$ cat config.mk
export PLATFORM = sky130hd
export DESIGN_NAME = reg_writeback_queue
export DESIGN_NICKNAME = d
export VERILOG_FILES = /design/src/rtl/reg_writeback_queue.sv
export SDC_FILE = /design/constraint.sdc
export NUM_CORES = 1
export LEC_CHECK = 0
export ABC_CLOCK_PERIOD_IN_PS = 7920
export CAP_MARGIN = 10
export CORE_MARGIN = 5
export CORE_UTILIZATION = 37
export CTS_CLUSTER_SIZE = 25
export DETAILED_ROUTE_END_ITERATION = 8
export GPL_TIMING_DRIVEN = 0
export HOLD_SLACK_MARGIN = 0.05
export PLACE_DENSITY = 0.6
export SYNTH_ARGS = -nofsm -noshare
export SYNTH_HDL_FRONTEND = slang
export SYNTH_SLANG_ARGS = --single-unit
$ cat constraint.sdc
create_clock -name clk_i -period 7.92 [get_ports clk_i]
set_input_delay 1.98 -clock clk_i [delete_from_list [all_inputs] [get_ports clk_i]]
set_output_delay 1.98 -clock clk_i [all_outputs]
set_load 0.005 [all_outputs]
$ cat src/rtl/reg_writeback_queue.sv
// reg_writeback_queue: merges in-order writeback (A) and buffered long-latency writeback (B) onto one RF write port.
// Optional same-cycle B bypass when queue empty and A idle: define WBQ_BYPASS_EN.
module reg_writeback_queue #(
    parameter int DEPTH = 4,
    parameter int AW    = 2
) (
    input  logic          clk_i,
    input  logic          rst_i,
    input  logic          a_valid_i,
    input  logic [4:0]    a_addr_i,
    input  logic [31:0]   a_data_i,
    input  logic          b_valid_i,
    output logic          b_ready_o,
    input  logic [4:0]    b_addr_i,
    input  logic [31:0]   b_data_i,
    output logic [4:0]    RDaddr_o,
    output logic [31:0]   RDdata_o,
    output logic          RegWrite_o,
    input  logic [4:0]    rs_addr_i,
    input  logic [4:0]    rt_addr_i,
    output logic          rs_pending_o,
    output logic          rt_pending_o,
    output logic [AW:0]   count_o
);

    localparam logic [AW:0] FULL = (AW+1)'(DEPTH);

    logic [4:0]       addr_q [DEPTH];
    logic [31:0]      data_q [DEPTH];
    logic [DEPTH-1:0] vld_q;
    logic [AW-1:0]    wr_ptr;
    logic [AW-1:0]    rd_ptr;
    logic [AW:0]      count;

    logic a_win;
    logic empty;
    logic b_fire;
    logic bypass;
    logic pop;
    logic push;

    assign a_win     = a_valid_i && (a_addr_i != 5'd0);
    assign empty     = (count == '0);
    assign b_ready_o = !rst_i && (count != FULL);
    assign b_fire    = b_valid_i && b_ready_o && (b_addr_i != 5'd0);
`ifdef WBQ_BYPASS_EN
    assign bypass    = b_fire && empty && !a_win;
`else
    assign bypass    = 1'b0;
`endif
    assign pop       = !rst_i && !a_win && !empty;
    assign push      = b_fire && !bypass;
    assign count_o   = count;

    // Write-port mux: A wins, then queue head, then (optionally) bypassed B.
    always_comb begin
        RDaddr_o   = 5'd0;
        RDdata_o   = 32'd0;
        RegWrite_o = 1'b0;
        if (rst_i) begin
            RegWrite_o = 1'b0;
        end else if (a_win) begin
            RDaddr_o   = a_addr_i;
            RDdata_o   = a_data_i;
            RegWrite_o = 1'b1;
        end else if (!empty) begin
            RDaddr_o   = addr_q[rd_ptr];
            RDdata_o   = data_q[rd_ptr];
            RegWrite_o = 1'b1;
        end else if (bypass) begin
            RDaddr_o   = b_addr_i;
            RDdata_o   = b_data_i;
            RegWrite_o = 1'b1;
        end
    end

    // Hazard lookup over all live entries, including the one being popped.
    always_comb begin
        rs_pending_o = 1'b0;
        rt_pending_o = 1'b0;
        for (int i = 0; i < DEPTH; i++) begin
            if (vld_q[i] && addr_q[i] == rs_addr_i) rs_pending_o = 1'b1;
            if (vld_q[i] && addr_q[i] == rt_addr_i) rt_pending_o = 1'b1;
        end
        if (rst_i || rs_addr_i == 5'd0) rs_pending_o = 1'b0;
        if (rst_i || rt_addr_i == 5'd0) rt_pending_o = 1'b0;
    end

    // FIFO storage, pointers and occupancy.
    always_ff @(posedge clk_i or posedge rst_i) begin
        if (rst_i) begin
            for (int i = 0; i < DEPTH; i++) begin
                addr_q[i] <= 5'd0;
                data_q[i] <= 32'd0;
            end
            vld_q  <= '0;
            wr_ptr <= '0;
            rd_ptr <= '0;
            count  <= '0;
        end else begin
            if (pop) begin
                vld_q[rd_ptr] <= 1'b0;
                rd_ptr        <= rd_ptr + AW'(1);
            end
            if (push) begin
                addr_q[wr_ptr] <= b_addr_i;
                data_q[wr_ptr] <= b_data_i;
                vld_q[wr_ptr]  <= 1'b1;
                wr_ptr         <= wr_ptr + AW'(1);
            end
            if (push && !pop)
                count <= count + (AW+1)'(1);
            else if (pop && !push)
                count <= count - (AW+1)'(1);
        end
    end

endmodule
==> metrics.txt <==
clock sinks=159; Worst-Skew Late Latency=430 ps; total wire length=21.27 mm; # diodes=0; Yosys reg bits=159; compound-cell area share of the yosys netlist=5.296%; Worst R2R Setup Slack=5310 ps; Post-synth EDFFs=0; initial antenna violation count=1; Worst R2R Path Depth=10; DR WL met2=10.54 mm; kind of critical path=in -> out; Detailed Place HPWL=15.38 mm; 1st-pass router iterations=4; Die X=157.1 um; internal power=2.681 mW; GR Util All Layers=17.72%; CP required=5940 ps; HP Start=data_q[124]; relative max-transition margin=28.97%; Die Area=24,690 sq um; largest family of logic cells by synthesized area=multiplexers; Max clock buf depth=2; GPL Wtd Cong=0.8309; pins over their slew limit=0; Met3 Routed Length=1.186 mm; drt drc=0; synthesized area=8009 sq um; RSZ-0062 raised after global routing=false; Worst-Margin Slew=1065 ps; layout cells sized above 1=34.71%; post-synth top area cell=dfrtp_1; reg2reg start=count_o[0]; antenna-violating nets left=0; io pins=132; overall power=3.865 mW; Comb power frac=38.7%; CTS Hold Bufs=0; H-tree Lvls=4; worst endpoint data arrival time=4880 ps; TritonCTS Buffers=17; register area share after synthesis=49.68%; postcts setup bufs=0; outcome=completed; fillers=1,821; total number of vias=5,154; multiplexer share of the synthesized area=31.35%; Max Fanout on Critical Path=10; Clock Skews=9.664 ps; most common cell after layout, fill and taps aside=dfrtp_1; row cnt=53; endpoints failing hold=0; CTS Root Cell=clkbuf_16; Adder-Cell Fraction of Synth Area=1.656%; DR iter-0 viols=158; max-cap check violation count=0; largest cells by area after synthesis=dfrtp_1 50%, mux2_2 20%, mux4_2 10%; Distinct cells, synth=32; Pwr Density=375.8 nW/um^2; GR Overflow Total=0; hold endpoint=data_q[124]; Post-Syn Instances=544; Clock transition at path regs=60 ps; Avg Inst Size Synth=14.72 sq um; CTS tree=built; most frequent cells in the layout=159 x dfrtp_1, 145 x mux2_2, 120 x clkdlybuf4s50_1, 37 x mux4_2, 34 x xor2_1; clock network power share=22.9%; Starting Density=37.86%; largest net degree at the start of global routing=45; hold crit path type=reg -> reg; wl on met1=9.351 mm; synthesized net count=642; asr flop ratio synth=100.0%; simple-gate share of the synthesized area=3.296%; vias in the first global route=5,576; Post-Synth XOR/XNOR Area=4.921%; fmax=145.9 MHz; I/O Buffers=120; FF-to-FF End=count_o[2]; CP startpoint=a_addr_i[1]; Finish-stage setup viols=0; Top Layer Used=met5; post-synth top area share=49.68%; Synth warnings=0; post-DR wirelength/cell=21.82 um; switching share of power=30.64%; Nets=785; Die Ht=157.1 um; core footprint=21,150 sq um; Synth-to-Final Area Change=28.40%; top_reg_cell synth=dfrtp_1; CTS resizes=0; WHS=492.8 ps; switching power of the nets=1.184 mW; sequential power share=38.4%; hold depth=1; Startpoint Class=primary input; Tmin final=6856 ps; worst vdd ir=187.0 uV; vias per std cell=5.286; static leakage=4.271 nW; Final Cycle Share=86.56%; CP endpoint kind=output pin; first-pass GRT wire length=32.84 mm
## worst max-delay path, stage by stage
cell and delay, ps:
clkdlybuf4s50_1 510, or4_1 150, o21ai_0 120, nor2_1 770
clkbuf_1 570, a22o_1 270, clkdlybuf4s50_1 500
## cells by family after synthesis
| family | after synthesis |
|---|---|
| adder cells (fa/ha/maj) | 10 |
| AND/OR/NAND/NOR | 44 |
| multiplexers | 186 |
| AO/OA/AOI/OAI | 54 |
| buffers and inverters | 46 |
| XOR/XNOR | 45 |
| flip-flops | 159 |
## registers in the layout (all words and copies together) (netlist names)
signal,count
addr_q,20
count_o,3
data_q,128
rd_ptr,2
vld_q,4
wr_ptr,2
## cell usage after synthesis, types with 4 or more instances
| cell | number |
|---|---|
| a31oi_1 | 4 |
| nor2_1 | 13 |
| ha_1 | 9 |
| buf_6 | 17 |
| a22o_1 | 31 |
| clkbuf_1 | 19 |
| o21ai_0 | 4 |
| mux4_2 | 37 |
| dfrtp_1 | 159 |
| mux2_2 | 145 |
| xnor2_1 | 11 |
| inv_1 | 7 |
| mux2_1 | 4 |
| or4_1 | 4 |
| nor4_1 | 8 |
| nand3_1 | 4 |
| a22oi_1 | 10 |
| nand2_1 | 6 |
| xor2_1 | 34 |
## worst max-delay path by stage
stage                        end  slack, ps  cells past startpoint
CTS                 RDdata_o[18]        950                      7
detailed placement  RDdata_o[18]        960                      7
finish              RDdata_o[18]       1060                      7
global route        RDdata_o[18]        880                      7
global placement    rt_pending_o       -660                      5
floorplan           rs_pending_o        950                      4
## area by class of cell
class | count | area [sq um] | area share [%]
Clock buffer | 18 | 439.2 | 4.271
Multi-Input combinational cell | 339 | 3726 | 36.23
Sequential cell | 159 | 3979 | 38.69
Clock inverter | 14 | 206.4 | 2.008
Tap cell | 275 | 344.1 | 3.346
Inverter | 7 | 30.03 | 0.2920
Buffer | 39 | 277.8 | 2.701
Timing Repair Buffer | 124 | 1281 | 12.46
## per-layer routing
layer | global-route usage (%) | vias to the layer above
met2 | 29.19 | 136
met3 | 3.959 | 18
li1 | - | 2321
met5 | 0 | -
met4 | 4.015 | 2
met1 | 24.18 | 2677
## power groups by stage
stage                     Combinational (mW)  Clock, mW  Sequential, mW
after CTS                               1.52      0.904            1.48
after floorplan                         1.09          0            1.40
after global placement                  1.48          0            1.46
after global routing                    1.62      0.943            1.53
after detailed placement                1.52          0            1.50
final                                   1.49      0.886            1.48
## per-stage QoR
stage | area, sq um | util [%] | instances | setup WS, ps | TNS, ps
4_1_cts | 10280 | 48.61 | 975 | 952.7 | 0
5_1_grt | 10280 | 48.61 | 975 | 877.1 | 0
6_report | 10280 | 48.61 | 975 | 1064 | 0
3_5_place_dp | 9638 | 45.56 | 943 | 958.3 | 0
2_1_floorplan | 8013 | - | 544 | 949.9 | 0
3_3_place_gp | 9558 | 45.18 | 939 | -658.3 | -1316
(Power assumes the default switching activity.)
